$ cat src/rtl/seq_div_32.sv
// ============================================================================
//  seq_div_32 : multi-cycle restoring divider, one quotient bit per clock.
//  result = {remainder, quotient}; signed mode truncates toward zero.
//  Revision 1.0
// ============================================================================
`default_nettype none

module seq_div_32 #(
  parameter int WIDTH  = 32,
  parameter bit SIGNED = 1'b1
) (
  input  logic                 clk,
  input  logic                 clear,
  input  logic                 start,
  input  logic [WIDTH-1:0]     dividend,
  input  logic [WIDTH-1:0]     divisor,
  output logic                 busy,
  output logic                 done,
  output logic                 div_by_zero,
  output logic [2*WIDTH-1:0]   result
);

  localparam int CW = $clog2(WIDTH + 1);

  typedef enum logic [2:0] {
    S_IDLE  = 3'd0,
    S_SETUP = 3'd1,
    S_ITER  = 3'd2,
    S_FIX   = 3'd3,
    S_DONE  = 3'd4
  } state_t;

  state_t           state;
  logic [WIDTH-1:0] a_reg;
  logic [WIDTH-1:0] b_reg;
  logic [WIDTH-1:0] b_mag;
  logic [WIDTH-1:0] rem;
  logic [WIDTH-1:0] quo;
  logic [CW-1:0]    cnt;
  logic             q_neg;
  logic             r_neg;

  logic             a_neg;
  logic             b_neg;
  logic [WIDTH-1:0] a_abs;
  logic [WIDTH-1:0] b_abs;
  logic [WIDTH:0]   trial;
  logic [WIDTH-1:0] q_final;
  logic [WIDTH-1:0] r_final;

  // Magnitudes stay unsigned so |MIN| = 2^(W-1) is representable.
  assign a_neg   = SIGNED && a_reg[WIDTH-1];
  assign b_neg   = SIGNED && b_reg[WIDTH-1];
  assign a_abs   = a_neg ? -a_reg : a_reg;
  assign b_abs   = b_neg ? -b_reg : b_reg;
  // Shifted partial remainder minus divisor; MSB set means the trial failed.
  assign trial   = {rem, quo[WIDTH-1]} - {1'b0, b_mag};
  assign q_final = q_neg ? -quo : quo;
  assign r_final = r_neg ? -rem : rem;

  always_ff @(posedge clk) begin
    if (clear) begin
      state       <= S_IDLE;
      busy        <= 1'b0;
      done        <= 1'b0;
      div_by_zero <= 1'b0;
      result      <= '0;
      cnt         <= '0;
      a_reg       <= '0;
      b_reg       <= '0;
      b_mag       <= '0;
      rem         <= '0;
      quo         <= '0;
      q_neg       <= 1'b0;
      r_neg       <= 1'b0;
    end else begin
      case (state)
        S_IDLE: begin
          done <= 1'b0;
          if (start) begin
            a_reg <= dividend;
            b_reg <= divisor;
            busy  <= 1'b1;
            state <= S_SETUP;
          end
        end
        S_SETUP: begin
          if (b_reg == '0) begin
            result      <= {a_reg, {WIDTH{1'b1}}};
            div_by_zero <= 1'b1;
            busy        <= 1'b0;
            done        <= 1'b1;
            state       <= S_DONE;
          end else begin
            quo   <= a_abs;
            b_mag <= b_abs;
            rem   <= '0;
            cnt   <= '0;
            q_neg <= a_neg ^ b_neg;
            r_neg <= a_neg;
            state <= S_ITER;
          end
        end
        S_ITER: begin
          if (!trial[WIDTH]) begin
            rem <= trial[WIDTH-1:0];
            quo <= {quo[WIDTH-2:0], 1'b1};
          end else begin
            rem <= {rem[WIDTH-2:0], quo[WIDTH-1]};
            quo <= {quo[WIDTH-2:0], 1'b0};
          end
          cnt <= cnt + CW'(1);
          if (cnt == CW'(WIDTH - 1)) begin
            state <= S_FIX;
          end
        end
        S_FIX: begin
          result      <= {r_final, q_final};
          div_by_zero <= 1'b0;
          busy        <= 1'b0;
          done        <= 1'b1;
          state       <= S_DONE;
        end
        S_DONE: begin
          done <= 1'b0;
          if (start) begin
            a_reg <= dividend;
            b_reg <= divisor;
            busy  <= 1'b1;
            state <= S_SETUP;
          end else begin
            state <= S_IDLE;
          end
        end
        default: begin
          busy  <= 1'b0;
          done  <= 1'b0;
          state <= S_IDLE;
        end
      endcase
    end
  end

endmodule

`default_nettype wire
$ cat config.mk
export PLATFORM = sky130hd
export DESIGN_NAME = seq_div_32
export DESIGN_NICKNAME = d
export VERILOG_FILES = /design/src/rtl/seq_div_32.sv
export SDC_FILE = /design/constraint.sdc
export NUM_CORES = 1
export LEC_CHECK = 0
export BUFFER_PORTS_ARGS = -buffer_cell sky130_fd_sc_hd__buf_2
export CAP_MARGIN = 30
export CELL_PAD_IN_SITES_DETAIL_PLACEMENT = 0
export CELL_PAD_IN_SITES_GLOBAL_PLACEMENT = 2
export CORE_MARGIN = 5
export CORE_UTILIZATION = 35
export CTS_CLUSTER_DIAMETER = 200
export DETAILED_ROUTE_END_ITERATION = 10
export PLACE_DENSITY = 0.82
export SLEW_MARGIN = 20
export SYNTH_ARGS = -nofsm -noshare
export SYNTH_HDL_FRONTEND = slang
export SYNTH_SLANG_ARGS = --single-unit
export TNS_END_PERCENT = 100
$ cat constraint.sdc
create_clock -name clk -period 3.51 [get_ports clk]
set_input_delay 0.5265 -clock clk [delete_from_list [all_inputs] [get_ports clk]]
set_output_delay 0.5265 -clock clk [all_outputs]
set_load 0.01 [all_outputs]
==> impl_summary.md <==
Status
The flow ran to the end, and the final reports show no timing, DRC or antenna violations.

Timing
The number of pins exceeding their max-slew limit in the final report is 0. The final number of setup-violating endpoints is 0. The post-route worst setup slack is roughly 0.29 ns. For the final routed database, the setup TNS stands at 0 ns. Setup repair after global routing left no endpoint under its margin.

The clock period minus final worst setup slack is between 3 and 4 ns. The number of hold violations in the final report is 0. Derived from the worst setup path, the maximum achievable clock frequency is just over 0.3 GHz. On the final layout, the worst clock skew is 0.0126 ns. The transition at the pin with the smallest max-transition slack is about 0.80 ns. After layout, the worst path uses around nine tenths of the clock period.

Measured against its own limit, the worst slew margin works out to a little under half.

Yosys
The sequential-to-total area share from yosys stat is 36.3%. The cell count after synthesis came out at between 1500 and 2000. The net count of the mapped netlist is roughly 1800. In the synthesized netlist the dominant register cell turns out to be dfxtp_1. The proportion of synthesized flip-flops having asynchronous set or reset is 0%.

After synthesis, the mean cell area works out to 7.88 sq um. The netlist area before placement is approximately 13000 sq um. Counting flops with a built-in enable in the synthesized netlist gives 0. The number of synthesized register bits is roughly 240.

The netlist uses 68 different library cells. The area share of the largest cell type after synthesis is 36.3%. The dominant cell type by area after synthesis is dfxtp_1. After synthesis, the cell types taking the most area are dfxtp_1 36%, nand2_1 8.0%, xor2_1 5.8%. The number of warnings issued by yosys is 0.

Setup path
Broken down by cell family, the worst path's largest delay share belongs to compound AO/OA/AOI/OAI gates. The startpoint type of the worst setup path is a flip-flop. The delay of the slowest cell on the worst path is 0.42 ns.

The logic depth of the worst register-to-register path is 13. For the worst setup path, the data required time is approximately 4.0 ns. The worst register-to-register path begins at quo[31].

The count of buffer and inverter cells on the critical path is 2. The critical path arrival is roughly 3.7 ns. For this design, the slowest cell found on the critical path is o31ai_2. The critical path is of the reg -> reg type.

The worst reg2reg path endpoint is rem[30]. Walking the worst path, the cells encountered are inv_1, ha_1, fa_1, nor2b_1, o2111ai_1, a21oi_2, o31ai_2, a21oi_1, a31oi_1, mux2i_1, a2111oi_0, buf_4, o211ai_1. The endpoint class of the critical path is a flip-flop. The register-to-register path setup slack is between 0.2 and 0.3 ns. The maximum fanout count along the critical path is 3.

Place
The count of input and output buffers is 133. The number of cells after detailed placement is about 2200. The placed wire-length estimate after detailed placement is 32400 um. The worst slack at placement is -0.00570 ns. The congestion estimate from routability-driven global placement came to roughly 0.85.

Clocking
The maximum level of the CTS H-tree is 1. The maximum clock insertion buffer count is 3. The buffer cell driving the clock tree root is clkbuf_16. At the later pin of the worst-skew pair, clock insertion delay measures about 0.56 ns. The number of clock buffers inserted by TritonCTS is 29. Clock tree synthesis found a total of ~240 sinks. TritonCTS built the clock tree. Clock-pin slew was measured on the worst setup and hold paths at 0.07 ns.

Power and ir drop
The switching power as a share of total power is 32.0%. Sequential cells account for a little under two fifths of the total power. The total internal power is between 5 and 6 mW. VDD sags by at most 0.262 mV. The power share of the combinational group is 24.4%. Summed over all cells, the static leakage comes to 6.10 nW. In this run the power spent charging and discharging nets is between 2 and 3 mW. The part of the power in the clock network is about two fifths. The total power density per cell area is ~530 nW/um^2.

Job
Max-cap violations in this run came to 0.

Routing
The number of DRC markers after the initial detailed-route iteration is roughly 720. Dividing the detail-routed via count by the number of cells gives 5.40. For this block, the via count after detailed routing is roughly 12000.

The first detailed-routing pass ran for 5 iterations. In the final routed layout, each cell accounts on average for between 15 and 20 um. The total detailed-routing wirelength is roughly 43000 um. The count of nets left with antenna violations once routing finished came out at 0.

The remaining routing DRC violations is 0.

Global route
The global route total overflow is 0. The number of antenna violations at the first check in global routing is 0. Entering global routing, the biggest net connects approximately 120 pins. For this run, the total global-route usage over all layers was measured as 20.2%.

The number of global-route vias before repair is 11800. The global-route wire length before repair is a little under 70000 um.

Finish
0 antenna diodes ended up in the layout. The fraction of final layout cells sized beyond drive strength 1 is about 16%. The post-layout instance count excluding filler cells is ~2300. From synthesis to final layout, the design area changed by 18.4%. Counting flops per register, the top entry is result.

The total number of nets in the final design is approximately 1900. The number of flip-flops in the largest register is 64.

Worst hold path
Along the worst hold path, the cell count comes to 3. For hold timing, the worst endpoint is b_reg[12]. The hold path startpoint is divisor[12]. The class of the most critical hold timing path is in -> reg.

Floorplanning
The die width is 204 um. The standard-cell row count is 71. The starting utilization of the core area is about a third. The die covers 41500 sq um. The floorplan step set the die height to approximately 200 um. The total area inside the core boundary comes to 37300 sq um. The boundary pin count is 134.
==> metal layers <==
metal	GRT usage [%]	wire, um	vias to the layer above
met5	0	0	-
met2	34.3	20500	218
met4	7.44	1740	0
met3	2.35	1540	73
li1	-	-	6139
met1	26.4	19500	5861
==> cell usage in the layout (no fill, tap or decap), types with 7 or more instances in the layout <==
master     Yosys  layout
a2111oi_0     18      18
a2111oi_2     10      10
a211oi_1      63      63
a21boi_0       7       7
a21o_1         8       8
a21oi_1      127     126
buf_2         14     132
buf_4          6      54
clkbuf_16      0      29
clkbuf_8       0       8
clkinv_2       0       7
dfxtp_1      238     238
ha_1          37      37
inv_1         51      51
mux2i_1       20      20
nand2_1      281     279
nand3_1       23      23
nand4_1        8       8
nor2_1       177     176
nor2b_1        8       8
nor3_1        29      28
nor4_1         9       8
o211ai_1      26      26
o21a_1         9       9
o21ai_0       81      81
o221ai_1       7       7
o22ai_1       12      12
o31ai_1       35      34
o41ai_1       22      22
or3_1         13      13
or4_1         17      17
xnor2_1       56      56
xor2_1        87      87
==> synthesized netlist by cell type, drive strengths merged, types with 8 or more instances <==
cell	count
mux2i	20
o211ai	26
o22ai	12
inv	51
o21ai	82
a2111oi	29
xor2	87
ha	37
buf	31
nand2	281
or3	13
nor3	29
o31ai	35
nor4	13
clkbuf	79
o21a	9
a21oi	128
a211oi	63
nand4	8
nand3	23
dfxtp	238
a21o	8
o41ai	23
xnor2	56
nor2b	8
or4	21
nor2	180
==> power by group through the flow <==
| stage | Clock, mW | Sequential [mW] | Combinational [mW] |
|---|---|---|---|
| floorplan | 0 | 3.06 | 1.38 |
| global placement | 0 | 3.12 | 1.95 |
| detailed placement | 0 | 3.13 | 1.97 |
| CTS | 3.19 | 3.07 | 1.98 |
| global route | 3.30 | 3.09 | 2.21 |
| finish | 3.12 | 3.07 | 1.99 |
==> tightest hold or removal path, delay by kind of cell <==
kind	cells	cell delay, ns
compound gates	1	0.05
buf+inv	1	0.09
simple gates	1	0.04
==> timing repair <==
item | in CTS | in global routing
hold buffers | 0 | 0
setup endpoints to repair | 3 | 32
setup buffers | 0 | 0
cloned | 0 | 0
hold endpoints to repair | 0 | 0
gates resized for setup | 2 | 6
==> through the flow <==
stage	util (%)	power (mW)	hold WS, ns	cell area, sq um
3_3_place_gp	38.8	5.07	0.441	14500
4_1_cts	41.6	8.24	0.171	15500
2_1_floorplan	-	4.44	0.432	13100
6_report	41.7	8.18	0.196	15600
3_5_place_dp	38.9	5.10	0.444	14500
5_1_grt	41.7	8.60	0.199	15600
==> cells by family (layout without fill, tap and decap cells) <==
logic type,Yosys count,count (layout),share of synthesized area (%)
multiplexers,20,20,1.52
AND/OR/NAND/NOR,605,605,20.4
XOR/XNOR,143,143,9.54
adder cells (fa/ha/maj),38,38,3.68
AO/OA/AOI/OAI,460,460,23.6
flip-flops,238,238,36.3
buffers and inverters,162,300,5.05
==> layout make-up <==
type / instances / area [sq um]
Fill cell: 3863 / 21800
Multi-Input combinational cell: 1266 / 7770
Sequential cell: 238 / 4760
Timing Repair Buffer: 195 / 1240
Clock buffer: 40 / 847
Tap cell: 474 / 593
Inverter: 52 / 195
Clock inverter: 13 / 149
==> how the worst max path moves through the flow <==
stage	startpoint	endpoint	cells past startpoint	slack, ns
after floorplan	quo[31]	rem[11]	13	0.36
after global placement	quo[31]	rem[14]	13	0.02
after detailed placement	quo[31]	rem[20]	13	-0.006
after CTS	quo[31]	rem[20]	13	0.11
after global routing	quo[31]	rem[13]	14	0.05
final	quo[31]	rem[30]	13	0.29
Power figures use the tool's default switching activity.
